**src/rtl/digit_scan_mux_pkg.sv**
```systemverilog
// Shared definitions for the multiplexed digit scanner: FSM state
// encoding and a width helper for the prescaler and tick counter.
package digit_scan_mux_pkg;

  // Scanner states: a slot is a lit SHOW phase followed by a dark GAP.
  typedef enum logic {
    S_GAP  = 1'b0,
    S_SHOW = 1'b1
  } scan_state_t;

  // Bits needed to hold values 0..value-1, never less than 1.
  function automatic int clog2(input int value);
    int w;
    w = 1;
    while ((1 << w) < value) w++;
    return w;
  endfunction

endpackage

```
**src/rtl/digit_scan_mux_prescaler.sv**
```systemverilog
// Free-running prescaler: counts 0..DIV-1 and flags the last count as
// the scan tick that advances the digit scanner.
module scan_prescaler
  import digit_scan_mux_pkg::*;
#(
  parameter int DIV = 1000
) (
  input  logic clk,
  input  logic rst,
  output logic tick
);

  localparam int            CW   = clog2(DIV);
  localparam logic [CW-1:0] LAST = CW'(DIV - 1);

  logic [CW-1:0] count;

  // Wrap to zero after the terminal count.
  always_ff @(posedge clk or posedge rst) begin
    if (rst) begin
      count <= '0;
    end else if (count == LAST) begin
      count <= '0;
    end else begin
      count <= count + CW'(1);
    end
  end

  assign tick = (count == LAST);

endmodule

```
**src/rtl/digit_scan_mux.sv**
```systemverilog
// Time-multiplexed BCD digit scanner. Latches NUM_DIGITS digits into a
// shadow register and lights them one at a time: each slot is SHOW_TICKS
// lit scan ticks followed by GAP_TICKS dark ticks. bcd_out and n_en feed
// the 7-segment decoder; dig_sel_n drives the display common pins.
//
// update is a plain one-cycle strobe with no back-pressure: the digits
// are taken on the edge where update is high, and only become visible
// at the next SHOW entry so a lit slot never tears.
//
// The FSM state is kept in the named signal 'state' (scan_state_t) so
// checkers can bind to it directly.
module digit_scan_mux
  import digit_scan_mux_pkg::*;
#(
  parameter int NUM_DIGITS = 4,
  parameter int DIV        = 1000,
  parameter int SHOW_TICKS = 4,
  parameter int GAP_TICKS  = 1
) (
  input  logic                    clk,
  input  logic                    rst,
  input  logic [4*NUM_DIGITS-1:0] digits_in,
  input  logic                    update,
  input  logic                    blank_lz,
  output logic [3:0]              bcd_out,
  output logic                    n_en,
  output logic [NUM_DIGITS-1:0]   dig_sel_n,
  output logic                    frame_start
);

  localparam int IW   = clog2(NUM_DIGITS);
  localparam int MAXT = (SHOW_TICKS > GAP_TICKS) ? SHOW_TICKS : GAP_TICKS;
  localparam int TW   = clog2(MAXT + 1);

  localparam logic [IW-1:0] IDX_LAST  = IW'(NUM_DIGITS - 1);
  localparam logic [TW-1:0] SHOW_LAST = TW'(SHOW_TICKS - 1);
  // With no gap, the reset-time GAP still needs one tick to leave.
  localparam logic [TW-1:0] GAP_LAST  = TW'((GAP_TICKS == 0) ? 0 : GAP_TICKS - 1);
  localparam bit            HAS_GAP   = (GAP_TICKS != 0);

  logic                    tick;
  logic [4*NUM_DIGITS-1:0] shadow;
  scan_state_t             state;
  logic [IW-1:0]           idx;
  logic [TW-1:0]           tick_cnt;

  logic [IW-1:0]           next_idx;
  logic [3:0]              next_digit;
  logic                    upper_zero;
  logic                    next_blank;
  logic                    enter_show;
  logic                    enter_gap;

  scan_prescaler #(
    .DIV (DIV)
  ) u_prescaler (
    .clk  (clk),
    .rst  (rst),
    .tick (tick)
  );

  // Shadow register: takes a new digit set on the update strobe.
  always_ff @(posedge clk or posedge rst) begin
    if (rst) begin
      shadow <= '0;
    end else if (update) begin
      shadow <= digits_in;
    end
  end

  // Next slot selection, leading-zero test and transition decode.
  always_comb begin
    next_idx   = (idx == IDX_LAST) ? '0 : idx + IW'(1);
    next_digit = shadow[{next_idx, 2'b00} +: 4];
    upper_zero = 1'b1;
    for (int k = 0; k < NUM_DIGITS; k++) begin
      if (k >= int'(next_idx) && shadow[4*k +: 4] != 4'd0) begin
        upper_zero = 1'b0;
      end
    end
    // Digit 0 is never blanked so a zero value still shows "0".
    next_blank = blank_lz && (next_idx != '0) && upper_zero;
    enter_show = tick && (((state == S_GAP) && (tick_cnt == GAP_LAST)) ||
                          ((state == S_SHOW) && (tick_cnt == SHOW_LAST) && !HAS_GAP));
    enter_gap  = tick && (state == S_SHOW) && (tick_cnt == SHOW_LAST) && HAS_GAP;
  end

  // Scan FSM with registered display outputs, latched once per slot entry.
  always_ff @(posedge clk or posedge rst) begin
    if (rst) begin
      state       <= S_GAP;
      idx         <= IDX_LAST;
      tick_cnt    <= '0;
      bcd_out     <= 4'd0;
      n_en        <= 1'b1;
      dig_sel_n   <= '1;
      frame_start <= 1'b0;
    end else begin
      frame_start <= 1'b0;
      if (enter_show) begin
        state       <= S_SHOW;
        idx         <= next_idx;
        tick_cnt    <= '0;
        bcd_out     <= next_digit;
        dig_sel_n   <= ~(NUM_DIGITS'(1) << next_idx);
        n_en        <= next_blank;
        frame_start <= (next_idx == '0);
      end else if (enter_gap) begin
        state     <= S_GAP;
        tick_cnt  <= '0;
        n_en      <= 1'b1;
        dig_sel_n <= '1;
      end else if (tick) begin
        tick_cnt <= tick_cnt + TW'(1);
      end
    end
  end

endmodule

```
**config.mk**
```make
export PLATFORM = sky130hd
export DESIGN_NAME = digit_scan_mux
export DESIGN_NICKNAME = d
export VERILOG_FILES = /design/src/rtl/digit_scan_mux_pkg.sv /design/src/rtl/digit_scan_mux_prescaler.sv /design/src/rtl/digit_scan_mux.sv
export SDC_FILE = /design/constraint.sdc
export NUM_CORES = 1
export LEC_CHECK = 0
export CORE_ASPECT_RATIO = 2
export CORE_MARGIN = 1.5
export CORE_UTILIZATION = 55
export DETAILED_ROUTE_END_ITERATION = 12
export GPL_TIMING_DRIVEN = 0
export PLACE_DENSITY_LB_ADDON = 0.2
export SETUP_SLACK_MARGIN = 0.1
export SYNTH_ARGS = -nofsm -noshare
export SYNTH_HDL_FRONTEND = slang
export SYNTH_HIERARCHICAL = 1
export SYNTH_SLANG_ARGS = --single-unit
```
**constraint.sdc**
```tcl
create_clock -name clk -period 6.39 [get_ports clk]
set_clock_uncertainty 0.2 [all_clocks]
set_input_delay 1.278 -clock clk [delete_from_list [all_inputs] [get_ports clk]]
set_output_delay 1.278 -clock clk [all_outputs]
set_load 0.01 [all_outputs]
```
==> results.md, run 1 <==
* Via count at 1290
* WL/cell at 16.32 um
* Hold-fix buffers, CTS at 0
* Top-area cell type share of the netlist area at 44.11%
* R2R Setup Slk at 3730 ps
* Total chip power at 485.2 uW
* Static Leakage at 1.047 nW
* Top_reg_cell synth: dfrtp_1
* Seq/Total Area, Yosys at 53.37%
* Delay-heaviest family, CP: flip-flops
* Fmax at 351.9 MHz
* Setup TNS at 0 ps
* Crit end category: primary output
* VDD IR max at 0.1859 mV
* Die height at 87.97 um
* Critical path class: reg -> out
* Asr flop ratio synth at 100.0%
* CP Data Arrival Time at 1360 ps
* Status: finished, final reports clean
* Critical Path Source Type: register
* PwrDens at 199.2 nW/um^2
* Worst Path Max Fanout at 2
* Worst-margin pin slew at 535.7 ps
* RR Startpoint: u_prescaler/count[0]
* Max stage delay on crit path at 550 ps
* CTS Buf Count at 5
* RD Place Congestion at 0.6990
* Crit Reg-Reg Endpoint: bcd_out[0]
* Net Sw Frac at 22.40%
* First-pass GRT wire length at 6237 um
* Min Tclk post-route at 2841 ps
* Post-Layout Cell Count at 238
* Routed vias/inst at 5.420
* IO Pins at 30
* Critical path depth in cells at 1
* Initial antenna violation count at 0
* Worst-case reg-to-reg path depth at 8
* Mapped Area at 1986 sq um
* Syn Area/Cell at 12.98 sq um
* Post-CTS Setup Inserts at 0
* Clock share of power at 33.7%
* Global-route track usage on met1 at 22.04%
* Sink Count at 42
* Clock transition time at the flip-flop clock pins of the worst setup and hold paths at 80 ps
* Final Hold Fails at 0
* Critical-path cell list: clkdlybuf4s50_1
* Psw at 108.7 uW
* ANT cells at 0
* Total track usage at 21.92%
* Worst skew pair latency at 290 ps
* CORE AREA at 3416 sq um
* Starting DRC count in detailed routing at 24
* CTS HTree Levels at 2
* Internal power at 376.5 uW
* EDFF count, synth at 0
* Die ar. at 4001 sq um
* Unique masters post-synth at 38
* Max Cap Violations at 0
* Post_cts resized at 0
* Final Cycle Share at 44.47%
* Post-DP HPWL at 2913 um
* Yosys warns at 6
* Synth area leader: dfrtp_1
* Crit path buffers/inverters at 1
* Area Growth Syn to Fin at 22.68%
* Layout cells sized above 1 at 28.95%
* Critical path's slowest cell: dfstp_2
* Fill cell count at 234
* Worst Path Required at 4910 ps
* Residual DRC at 0
* Hold EP: dig_sel_n[3]
* Row Count at 30
* Pin count of the biggest net entering global routing at 33
* Fin nets at 217
* Grt ovf at 0
* CTS tree: done
* Area contributors post-synth: dfrtp_1, dfstp_2, mux2_2, ha_1, mux4_2
* Clock Tree Root: clkbuf_8
* Setup violators final at 0
* Hold Path Depth at 1
* Combinational Power Share at 7.9%
* Grt met2 use at 40.97%
* Drt pass-1 iters at 4
* Reg power frac at 58.4%
* Die W at 45.49 um
* RSZ-0062 raised after global routing: no
* Mapped Cells at 153
* Slew Limit Fails at 0
* Grt met3 use at 4.330%
* Syn Nets at 181
* Placed Instances at 229
* Worst hold path class: reg -> reg
* Hold_sp: dig_sel_n[3]
* FF+latch count, synth at 42
* Vias in the first global route at 1405
* Synth top cells by count: dfrtp_1, mux2_2, nand2_1
* Cell with the most instances after synthesis: dfrtp_1
* Slew headroom at 64.25%
* Top Usage Layer GRT: met2
* PortBufs at 28
* Clock buffer depth at 2
* Detail Route Antenna Nets at 0
* Starting density of the core at 58.13%
* Final wirelength at 3883 um
## cell type report
class                      instances  area (sq um)  area share [%]
inverter                           8         30.03           1.233
clock buffer                       6         72.57           2.979
multi-input combinational         98         858.3           35.23
buffer                             5         37.54           1.541
tap                               48         60.06           2.465
timing repair buffer              29         307.8           12.63
sequential                        42          1060           43.50
clock inverter                     2         10.01          0.4109
## worst max path at each step
stage	startpoint	endpoint	slack (ps)
detailed placement	rst	tick_cnt[0]	3440
CTS	n_en	n_en	3540
finish	dig_sel_n[1]	dig_sel_n[1]	3550
global placement	rst	shadow[12]	3490
global route	n_en	n_en	3520
floorplan	u_prescaler/count[0]	bcd_out[0]	4070
## stage by stage
step	utilization [%]	hold slack (ps)	cell area, sq um	worst slack [ps]
2_1_floorplan	-	275.4	1986	4072
3_3_place_gp	68.10	285.8	2326	3490
3_5_place_dp	68.10	292.6	2326	3439
4_1_cts	70.51	310.8	2409	3538
5_1_grt	71.32	328.0	2436	3517
6_report	71.32	308.8	2436	3549
## logic make-up after synthesis
logic type,count (synthesis),share of synthesized area [%]
flip-flops,42,53.37
AND/OR/NAND/NOR,40,12.22
multiplexers,24,16.64
AO/OA/AOI/OAI,21,7.121
buffers and inverters,13,3.402
adder cells (fa/ha/maj),8,5.041
XOR/XNOR,5,2.206
## power groups by stage
stage / Combinational, mW / Sequential [mW] / Clock, mW
after global routing: 0.0415 / 0.285 / 0.179
after detailed placement: 0.0367 / 0.288 / 0
after CTS: 0.0367 / 0.284 / 0.166
after floorplan: 0.0214 / 0.285 / 0
after global placement: 0.0349 / 0.288 / 0
final: 0.0381 / 0.284 / 0.163
## layer usage
metal / wire [um] / part of all wire (%)
met5: 0 / 0
met4: 66 / 1.7
met2: 2332 / 60
met3: 110 / 2.8
met1: 1373 / 35
## sequential cells by signal, indices dropped and copies added, names as in the netlist
| register | flops |
|---|---|
| bcd_out | 4 |
| dig_sel_n | 4 |
| frame_start | 1 |
| idx | 2 |
| n_en | 1 |
| shadow | 16 |
| state | 1 |
| tick_cnt | 3 |
| u_prescaler/count | 10 |
## layout by cell type, fill, tap and decap left out, drive strengths merged, types with 3 or more instances in the layout
cell type      instances
dfrtp                 35
clkdlybuf4s50         28
mux2                  20
nand2                 10
nor2                   9
inv                    8
ha                     8
dfstp                  7
o21ai                  6
clkbuf                 6
buf                    6
nor4                   5
nand3                  5
a21oi                  4
mux4                   4
a2bb2oi                3
xnor2                  3
(Power assumes the default switching activity.)
==> run 2: changes to the inputs <==
- CORE_UTILIZATION: 55 -> 53
- clock period: 6.39 -> 2.8 ns (I/O delays scaled with it)
==> run 2 against run 1 <==
Utilization decreased by 3.0 points; power is 150% higher; global-route usage is 0.62 points lower; register-to-register slack worse by 3500 ps; sequential power increased by 130%; count of clock-buffer cells in the layout down 1; largest power group unchanged.
==> results.md, run 2 (synthesized netlist as in run 1, its figures left out) <==
* Status: finished, final reports clean
* Total track usage at 21.30%
* Routed wl met3 at 121 um
* Final Hold Fails at 0
* CTS HTree Levels at 2
* Layout cells sized above 1 at 30.53%
* Drt pass-1 iters at 3
* Critical-path cell list: ha_1 -> nand2_2 -> nor4b_4 -> and3_1 -> buf_6 -> nor4bb_2 -> buf_4 -> mux2_4
* CTS Buf Count at 5
* Final Cycle Share at 90.33%
* Setup TNS at 0 ps
* Post-Layout Cell Count at 239
* Critical path class: reg -> reg
* Residual DRC at 0
* Post-route worst setup slack at 270.7 ps
* Routed vias/inst at 5.485
* Largest register FFs at 16
* Die ar. at 4145 sq um
* Worst Path Max Fanout at 12
* Sink Count at 42
* CTS tree: done
* Slew Limit Fails at 0
* Post-DP HPWL at 2951 um
* Crit path buffers/inverters at 2
* Via count at 1311
* Fin nets at 217
* RSZ-0062 raised after global routing: no
* Leading registers by flop count: shadow (16), u_prescaler/count (10)
* Worst Path Required at 2780 ps
* CP Data Arrival Time at 2510 ps
* Row Count at 31
* Static Leakage at 1.053 nW
* Max layer used: met4
* First-pass GRT wire length at 6058 um
* Critical path's slowest cell: dfrtp_2
* Vias in the first global route at 1411
* Setup violators final at 0
* Grt ovf at 0
* Die W at 46.28 um
* DR WL met2 at 2286 um
* Min Tclk post-route at 2529 ps
* Worst-margin pin slew at 386.3 ps
* Max Cap Violations at 0
* Placed Instances at 230
* Most frequent cells in the layout: dfrtp_1, clkdlybuf4s50_1, mux2_2, nand2_1, ha_1
* Crit end category: register
* Detail Route Antenna Nets at 0
* Die height at 89.56 um
* Area Growth Syn to Fin at 24.20%
* WL/cell at 15.92 um
* Dpl ws at 176.6 ps
* ANT cells at 0
* RD Place Congestion at 0.6874
* Clock transition time at the flip-flop clock pins of the worst setup and hold paths at 80 ps
* Wl on met1 at 1297 um
* Worst skew pair latency at 290 ps
* Clock buffer depth at 2
* Commonest non-fill, non-tap cell in the layout: dfrtp_1
* Worst hold path class: reg -> reg
* Post-layout util at 68.37%
* Slew headroom at 74.22%
* Delay-heaviest family, CP: simple AND/OR/NAND/NOR gates
* CORE AREA at 3607 sq um
* Reg with most FFs: shadow
* VDD IR max at 0.7715 mV
* Pin count of the biggest net entering global routing at 33
* Max stage delay on crit path at 410 ps
* IO Pins at 30
* Critical Path Source Type: register
* PwrDens at 486.8 nW/um^2
* Post-CTS Setup Inserts at 0
* Starting DRC count in detailed routing at 8
* Clock Tree Root: clkbuf_8
* Total chip power at 1.201 mW
* PortBufs at 28
* Final wirelength at 3804 um
* Starting density of the core at 55.05%
* Initial antenna violation count at 0
* Fmax at 395.4 MHz
run 2: metrics by stage:
step	hold slack, ps	cell area (sq um)
floorplan	200.2	1986
global placement	285.8	2327
detailed placement	292.4	2327
CTS	308.7	2436
global route	312.8	2466
finish	283.4	2466
run 2: layer usage:
layer	vias up	GRT usage (%)
met5	-	0
met4	0	12.47
met3	7	5.253
met2	24	39.02
met1	668	19.71
li1	612	-
run 2: area by class of cell:
class / count / area (sq um)
repair buffers: 29 / 300.3
clock inverters: 3 / 40.04
fillers: 277 / 1141
multi-input cells: 98 / 864.6
well taps: 49 / 61.31
flip-flops and latches: 42 / 1061
clock buffers: 5 / 68.82
inverters: 8 / 30.03
plain buffers: 5 / 40.04
run 2: final timing paths:
check / startpoint / to / slack [ps] / cells after the start
setup / recovery: u_prescaler/count[0] / bcd_out[0] / 270 / 8
hold / removal: u_prescaler/count[0] / u_prescaler/count[0] / 280 / 1
setup reg to reg: u_prescaler/count[0] / bcd_out[0] / 270 / 8
hold reg to reg: u_prescaler/count[0] / u_prescaler/count[0] / 280 / 1
max in group asynchronous: rst / dig_sel_n[2] / 1620 / 3
min in group asynchronous: rst / bcd_out[3] / 300 / 2
run 2: what timing repair did:
action / CTS / global route
hold buffers: 0 / 0
endpoints found under the setup margin: 0 / 12
gates resized for setup: 0 / 4
run 2: where the power goes:
part           total, mW  internal, mW  switching, mW
combinational     0.0848        0.0555         0.0293
sequential         0.648         0.630         0.0185
clock              0.468         0.262          0.205
==> run 3: changes to the inputs <==
- HOLD_SLACK_MARGIN: not set -> 0.03
==> results of run 3 <==
No change in the layout: final DEF, timing and power equal those of run 2.
